--- src/rtl/spi_mem_arbiter.sv ---
// Arbitrates one single-port memory between an SPI slave command stream and a local host port.
// SPI frames carry address/data/read commands; a round-robin tie-break resolves simultaneous requests.
module spi_mem_arbiter #(
    parameter int ADDR_SIZE = 8,
    parameter int MEM_DEPTH = 256,
    parameter int TX_BEATS  = 8
) (
    input  logic                 clk,
    input  logic                 rst_n,
    input  logic [ADDR_SIZE+1:0] rx_data,
    input  logic                 rx_valid,
    output logic [ADDR_SIZE-1:0] tx_data,
    output logic                 tx_valid,
    input  logic                 host_req,
    input  logic                 host_we,
    input  logic [ADDR_SIZE-1:0] host_addr,
    input  logic [ADDR_SIZE-1:0] host_wdata,
    output logic                 host_gnt,
    output logic [ADDR_SIZE-1:0] host_rdata,
    output logic                 host_rvalid,
    output logic                 mem_en,
    output logic                 mem_we,
    output logic [ADDR_SIZE-1:0] mem_addr,
    output logic [ADDR_SIZE-1:0] mem_wdata,
    input  logic [ADDR_SIZE-1:0] mem_rdata,
    output logic                 spi_ovf
);

    localparam int CNT_W = $clog2(TX_BEATS + 1);
    localparam logic [ADDR_SIZE-1:0] ADDR_MASK = ADDR_SIZE'((2 ** $clog2(MEM_DEPTH)) - 1);
    localparam logic GRANT_HOST = 1'b0;
    localparam logic GRANT_SPI  = 1'b1;

    localparam logic [1:0] CMD_WR_ADDR = 2'b00;
    localparam logic [1:0] CMD_WRITE   = 2'b01;
    localparam logic [1:0] CMD_RD_ADDR = 2'b10;
    localparam logic [1:0] CMD_READ    = 2'b11;

    typedef enum logic [2:0] {
        IDLE,
        SPI_WR,
        SPI_RD,
        SPI_RDWAIT,
        HOST_WR,
        HOST_RD,
        HOST_RDWAIT
    } state_t;

    state_t               state_q, state_d;
    logic                 rx_prev_q, rx_prev_d;
    logic [ADDR_SIZE-1:0] wr_addr_q, wr_addr_d;
    logic [ADDR_SIZE-1:0] rd_addr_q, rd_addr_d;
    logic                 spi_pend_q, spi_pend_d;
    logic                 spi_rd_op_q, spi_rd_op_d;
    logic [ADDR_SIZE-1:0] spi_data_q, spi_data_d;
    logic                 spi_ovf_q, spi_ovf_d;
    logic                 last_grant_q, last_grant_d;
    logic [ADDR_SIZE-1:0] host_addr_q, host_addr_d;
    logic [ADDR_SIZE-1:0] host_wdata_q, host_wdata_d;
    logic [ADDR_SIZE-1:0] tx_data_q, tx_data_d;
    logic [CNT_W-1:0]     tx_cnt_q, tx_cnt_d;

    logic                 accept;
    logic [1:0]           cmd;
    logic [ADDR_SIZE-1:0] payload;
    logic                 spi_wins;

    // Addresses wrap within the memory's power-of-two span.
    function automatic logic [ADDR_SIZE-1:0] fit_addr(input logic [ADDR_SIZE-1:0] a);
        return a & ADDR_MASK;
    endfunction

    assign accept  = rx_valid & ~rx_prev_q;
    assign cmd     = rx_data[ADDR_SIZE+1:ADDR_SIZE];
    assign payload = rx_data[ADDR_SIZE-1:0];

    always_comb begin
        state_d      = state_q;
        rx_prev_d    = rx_valid;
        wr_addr_d    = wr_addr_q;
        rd_addr_d    = rd_addr_q;
        spi_pend_d   = spi_pend_q;
        spi_rd_op_d  = spi_rd_op_q;
        spi_data_d   = spi_data_q;
        spi_ovf_d    = spi_ovf_q;
        last_grant_d = last_grant_q;
        host_addr_d  = host_addr_q;
        host_wdata_d = host_wdata_q;
        tx_data_d    = tx_data_q;
        tx_cnt_d     = (tx_cnt_q != '0) ? tx_cnt_q - CNT_W'(1) : '0;
        spi_wins     = 1'b0;
        host_gnt     = 1'b0;
        host_rdata   = '0;
        host_rvalid  = 1'b0;
        mem_en       = 1'b0;
        mem_we       = 1'b0;
        mem_addr     = '0;
        mem_wdata    = '0;

        case (state_q)
            IDLE: begin
                // On a tie the side that was not served last goes first.
                spi_wins = spi_pend_q && (!host_req || (last_grant_q == GRANT_HOST));
                if (spi_wins) begin
                    state_d      = spi_rd_op_q ? SPI_RD : SPI_WR;
                    last_grant_d = GRANT_SPI;
                end else if (host_req) begin
                    host_gnt     = 1'b1;
                    state_d      = host_we ? HOST_WR : HOST_RD;
                    host_addr_d  = host_addr;
                    host_wdata_d = host_wdata;
                    last_grant_d = GRANT_HOST;
                end
            end
            SPI_WR: begin
                mem_en     = 1'b1;
                mem_we     = 1'b1;
                mem_addr   = fit_addr(wr_addr_q);
                mem_wdata  = spi_data_q;
                spi_pend_d = 1'b0;
                state_d    = IDLE;
            end
            SPI_RD: begin
                mem_en     = 1'b1;
                mem_addr   = fit_addr(rd_addr_q);
                spi_pend_d = 1'b0;
                state_d    = SPI_RDWAIT;
            end
            SPI_RDWAIT: begin
                tx_data_d = mem_rdata;
                tx_cnt_d  = CNT_W'(TX_BEATS);
                if (tx_cnt_q != '0) begin
                    spi_ovf_d = 1'b1;
                end
                state_d = IDLE;
            end
            HOST_WR: begin
                mem_en    = 1'b1;
                mem_we    = 1'b1;
                mem_addr  = fit_addr(host_addr_q);
                mem_wdata = host_wdata_q;
                state_d   = IDLE;
            end
            HOST_RD: begin
                mem_en   = 1'b1;
                mem_addr = fit_addr(host_addr_q);
                state_d  = HOST_RDWAIT;
            end
            HOST_RDWAIT: begin
                host_rdata  = mem_rdata;
                host_rvalid = 1'b1;
                state_d     = IDLE;
            end
            default: state_d = IDLE;
        endcase

        // A pending SPI access is still pending during its own SPI_WR/SPI_RD cycle,
        // so a memory command arriving then is dropped as an overflow.
        if (accept) begin
            case (cmd)
                CMD_WR_ADDR: wr_addr_d = payload;
                CMD_RD_ADDR: rd_addr_d = payload;
                CMD_WRITE, CMD_READ: begin
                    if (spi_pend_q) begin
                        spi_ovf_d = 1'b1;
                    end else begin
                        spi_pend_d  = 1'b1;
                        spi_rd_op_d = (cmd == CMD_READ);
                        if (cmd == CMD_WRITE) begin
                            spi_data_d = payload;
                        end
                    end
                end
                default: ;
            endcase
        end
    end

    always_ff @(posedge clk or negedge rst_n) begin
        if (!rst_n) begin
            state_q      <= IDLE;
            rx_prev_q    <= 1'b0;
            wr_addr_q    <= '0;
            rd_addr_q    <= '0;
            spi_pend_q   <= 1'b0;
            spi_rd_op_q  <= 1'b0;
            spi_data_q   <= '0;
            spi_ovf_q    <= 1'b0;
            last_grant_q <= GRANT_HOST;
            host_addr_q  <= '0;
            host_wdata_q <= '0;
            tx_data_q    <= '0;
            tx_cnt_q     <= '0;
        end else begin
            state_q      <= state_d;
            rx_prev_q    <= rx_prev_d;
            wr_addr_q    <= wr_addr_d;
            rd_addr_q    <= rd_addr_d;
            spi_pend_q   <= spi_pend_d;
            spi_rd_op_q  <= spi_rd_op_d;
            spi_data_q   <= spi_data_d;
            spi_ovf_q    <= spi_ovf_d;
            last_grant_q <= last_grant_d;
            host_addr_q  <= host_addr_d;
            host_wdata_q <= host_wdata_d;
            tx_data_q    <= tx_data_d;
            tx_cnt_q     <= tx_cnt_d;
        end
    end

    assign tx_data  = tx_data_q;
    assign tx_valid = (tx_cnt_q != '0);
    assign spi_ovf  = spi_ovf_q;

endmodule

--- config.mk ---
export PLATFORM = sky130hd
export DESIGN_NAME = spi_mem_arbiter
export DESIGN_NICKNAME = d
export VERILOG_FILES = /design/src/rtl/spi_mem_arbiter.sv
export SDC_FILE = /design/constraint.sdc
export NUM_CORES = 1
export LEC_CHECK = 0
export ABC_AREA = 1
export CORE_AREA = 5 5 86 88
export CTS_CLUSTER_DIAMETER = 30
export DETAILED_ROUTE_END_ITERATION = 12
export DIE_AREA = 0 0 91 93
export HOLD_SLACK_MARGIN = 0.03
export PLACE_DENSITY = 0.73
export SLEW_MARGIN = 10
export SYNTH_ARGS = -nofsm -noshare
export SYNTH_HDL_FRONTEND = slang
export SYNTH_SLANG_ARGS = --single-unit
export TNS_END_PERCENT = 100
--- constraint.sdc ---
create_clock -name clk -period 3.15 [get_ports clk]
set_clock_uncertainty 0.15 [all_clocks]
set_input_delay 0.945 -clock clk [delete_from_list [all_inputs] [get_ports clk]]
set_output_delay 0.945 -clock clk [all_outputs]
set_load 0.02 [all_outputs]
==> run summary <==
Final hold violation count -> 0
Final sum of negative setup slack -> 0 ps
Root buffer selected by CTS -> sky130_fd_sc_hd__clkbuf_8
Outcome -> finished clean
Worst hold path class -> reg -> reg
TritonCTS Sinks -> 60
Startpoint-to-endpoint class of the critical path -> reg -> out
Reg-to-reg slack, setup -> 1560 ps
Max-capacitance violation count -> 0
Worst EP required -> 2050 ps
Critical-path cell with the highest stage delay -> sky130_fd_sc_hd__clkdlybuf4s50_1
Number of warnings reported in the yosys synthesis log -> 0
Number of nets at the end of the flow -> 472
Remaining antenna violation count after routing -> 0
Most used cells in the layout excluding fill and tap cells -> sky130_fd_sc_hd__nand2_1 (89), sky130_fd_sc_hd__dfrtp_1 (59), sky130_fd_sc_hd__inv_1 (52), sky130_fd_sc_hd__clkdlybuf4s50_1 (52), sky130_fd_sc_hd__o21ai_0 (35)
Die footprint -> 8460 µm²
Antenna violations before repair -> 0
Die outline width -> 91 µm
Total clock buffers created by CTS -> 9
GR Overflow Total -> 0
RSZ-0062 raised after global routing -> yes
Final routed wire length divided by cell count -> 13.3 µm
Transition at the pin with the smallest max-transition slack -> 759 ps
Drt first-iter violations -> 166
Count of pins over their slew limit -> 0
Final WL -> 6.84 mm
Sort of element at the start of the critical path -> register
Clock slew at the register clock pins of the worst setup and hold paths -> 60 ps
Insertion delay to the later sink of the worst-skew pair -> 340 ps
Starting density of the core -> 42.8%
Worst reg2reg path endpoint -> spi_data_q[3]
Library cells used by synthesis -> 27
Commonest non-fill, non-tap cell in the layout -> sky130_fd_sc_hd__nand2_1
Total Power -> 3450 µW
DR vias -> 2488
Die Y-Extent -> 93 µm
Layout cells sized above 1 -> 11.7%
Wire length of the first global-routing pass -> 11.5 mm
Via-to-Cell Ratio -> 4.82
Detail Placement HPWL -> 4.86 mm
Number of levels in the clock H-tree -> 3
FF-to-FF Start -> spi_pend_q
Pin count of the biggest net entering global routing -> 61
Sequential element share of the synthesized area -> 53.5%
Final weighted congestion in routability-driven placement -> 0.838
Number of top-level pins -> 77
Time the worst path needs with I/O delays and setup -> 3120 ps
CTS max path bufs -> 2
Path depth of the worst reg2reg path -> 4
Post-synthesis simple-gate area fraction -> 23.8%
Portion of the clock cycle consumed by the worst path in the final layout -> 99.1%
Beginning of the worst hold path -> tx_cnt_q[0]
Worst setup slack before clock tree synthesis -> -403 ps
Category of the worst setup path capture point -> output port
Maximum achievable frequency -> 320 MHz
Total standard cell area after synthesis -> 2810 µm²
Adder and majority cell fraction of the synthesized area -> 0.891%
Tightest slew margin relative to the limit -> 49.4%
Synthesized flop and latch total -> 60
Reported leakage power -> 0.00210 µW
Destination of the worst hold path -> tx_cnt_q[0]
Multiplexer area fraction after synthesis -> 0%
Overall track demand over capacity in global routing -> 16.9%
Synthesized-area fraction occupied by ao, oa, aoi and oai cells -> 10.7%
Mean Syn Cell Area -> 8.34 µm²
Pwr Density -> 879 nW/µm²
Core box area -> 6570 µm²
Vias in the first global route -> 2406
Critical Path Fanout Max -> 12
Largest family of logic cells by synthesized area -> simple AND/OR/NAND/NOR gates
Final critical-path setup slack -> 27.6 ps
Number of setup violations in the final report -> 0
First-pass iteration count of the detailed router -> 4
Largest voltage drop on the vdd net -> 0.459 mV
XOR/XNOR share of the synthesized area -> 0.312%
Cell-by-cell trace of the critical path -> inv_2 > nand3_2 > buf_4 > o21ai_0 > clkdlybuf4s50_1
Number of nets in the synthesized netlist -> 378
Quantity of I/O buffers inserted on ports -> 76
Syn-to-layout area delta -> 39.6%
Antenna Diode Count -> 0
Post-route DRC violation count -> 0
Slowest stage delay, CP -> 640 ps
Number of instances in the synthesized netlist -> 337
Rows -> 30
Count of cells along the worst hold path -> 1
Data arrival time of the critical path -> 2030 ps
Clock tree from TritonCTS -> done
[worst max-delay path, delay by kind of cell (launching register included)]
| family | cells | cell delay, ps |
|---|---|---|
| AOI/OAI and AO/OA | 1 | 180 |
| buffers and inverters | 3 | 970 |
| and+or+nand+nor | 1 | 90 |
| DFF | 1 | 430 |
[cells by family (layout without fill, tap and decap cells)]
kind of cell             count (synthesis)  count (layout)
AND/OR/NAND/NOR                        153             153
flip-flops                              60              60
AO/OA/AOI/OAI                           54              54
buffers and inverters                   67             166
adder cells (fa/ha/maj)                  2               2
XOR/XNOR                                 1               1
[report_power, final]
group	internal, µW	total, µW	switching, µW
Combinational	618	1480	862
Sequential	1060	1240	179
Clock	409	724	315
[area by class of cell]
class,instances,area [µm²]
multi-input cells,210,1010
clock inverters,5,58.8
repair buffers,94,891
fillers,580,2650
clock buffers,11,151
flip-flops and latches,60,1500
well taps,80,100
inverters,56,210
[cell usage after synthesis]
library cell	count	share of area, %
sky130_fd_sc_hd__a21oi_1	3	0.53
sky130_fd_sc_hd__nor2_2	2	0.45
sky130_fd_sc_hd__nand3b_1	1	0.27
sky130_fd_sc_hd__inv_2	4	0.53
sky130_fd_sc_hd__buf_12	1	0.71
sky130_fd_sc_hd__o221ai_1	8	2.5
sky130_fd_sc_hd__nor2_1	16	2.1
sky130_fd_sc_hd__nand2_2	2	0.45
sky130_fd_sc_hd__ha_1	2	0.89
sky130_fd_sc_hd__inv_1	52	6.9
sky130_fd_sc_hd__nand3_1	34	6.1
sky130_fd_sc_hd__nor3_2	1	0.36
sky130_fd_sc_hd__buf_6	3	1.2
sky130_fd_sc_hd__nand2_1	91	12
sky130_fd_sc_hd__o21ai_0	35	6.2
sky130_fd_sc_hd__buf_2	3	0.53
sky130_fd_sc_hd__nor3_1	2	0.36
sky130_fd_sc_hd__nand3_2	1	0.36
sky130_fd_sc_hd__o21ai_1	8	1.4
sky130_fd_sc_hd__clkbuf_1	2	0.27
sky130_fd_sc_hd__clkbuf_8	1	0.49
sky130_fd_sc_hd__clkbuf_2	1	0.18
sky130_fd_sc_hd__xnor2_1	1	0.31
sky130_fd_sc_hd__dfrtp_1	60	53
sky130_fd_sc_hd__nor2_4	1	0.40
sky130_fd_sc_hd__nand4_1	1	0.22
sky130_fd_sc_hd__nor3_4	1	0.58
[worst max path at each step]
stage | start | to | slack (ps) | depth (start not counted)
after global routing | state_q[0] | mem_wdata[5] | -100 | 4
after CTS | state_q[1] | mem_addr[1] | 3 | 5
after detailed placement | host_req | host_gnt | -400 | 8
final | state_q[1] | mem_wdata[5] | 30 | 5
after global placement | host_req | host_gnt | -390 | 8
after floorplan | host_req | host_gnt | 330 | 7
[metrics by stage]
stage          cell area, µm²  instances  util [%]  hold WS (ps)
2_1_floorplan            2810        337         -           253
3_3_place_gp             3700        499      56.3           264
3_5_place_dp             3700        499      56.3           268
4_1_cts                  3890        515      59.2           276
5_1_grt                  3920        516      59.7           282
6_report                 3920        516      59.7           274
[what timing repair did]
action / in CTS / in global routing
setup buffers: 0 / 1
resized for setup: 20 / 10
pin swaps: 0 / 1
endpoints found under the setup margin: 17 / 12
hold buffers: 0 / 0
cloned: 0 / 0
[sequential cells by signal (all words and copies together) (netlist names), 3 cells and up]
| name | flops |
|---|---|
| host_addr_q | 8 |
| tx_data | 8 |
| spi_data_q | 8 |
| rd_addr_q | 8 |
| host_wdata_q | 8 |
| state_q | 3 |
| wr_addr_q | 8 |
| tx_cnt_q | 4 |
[per-layer routing]
metal  vias to the layer above  track usage (%)  wire (µm)
met5                         -                0          0
li1                       1260                -          -
met4                         0             7.95        135
met3                        11             4.10        437
met1                      1145             23.6       3150
met2                        72             24.7       3130
No activity file was read; power rests on OpenSTA's default activity.
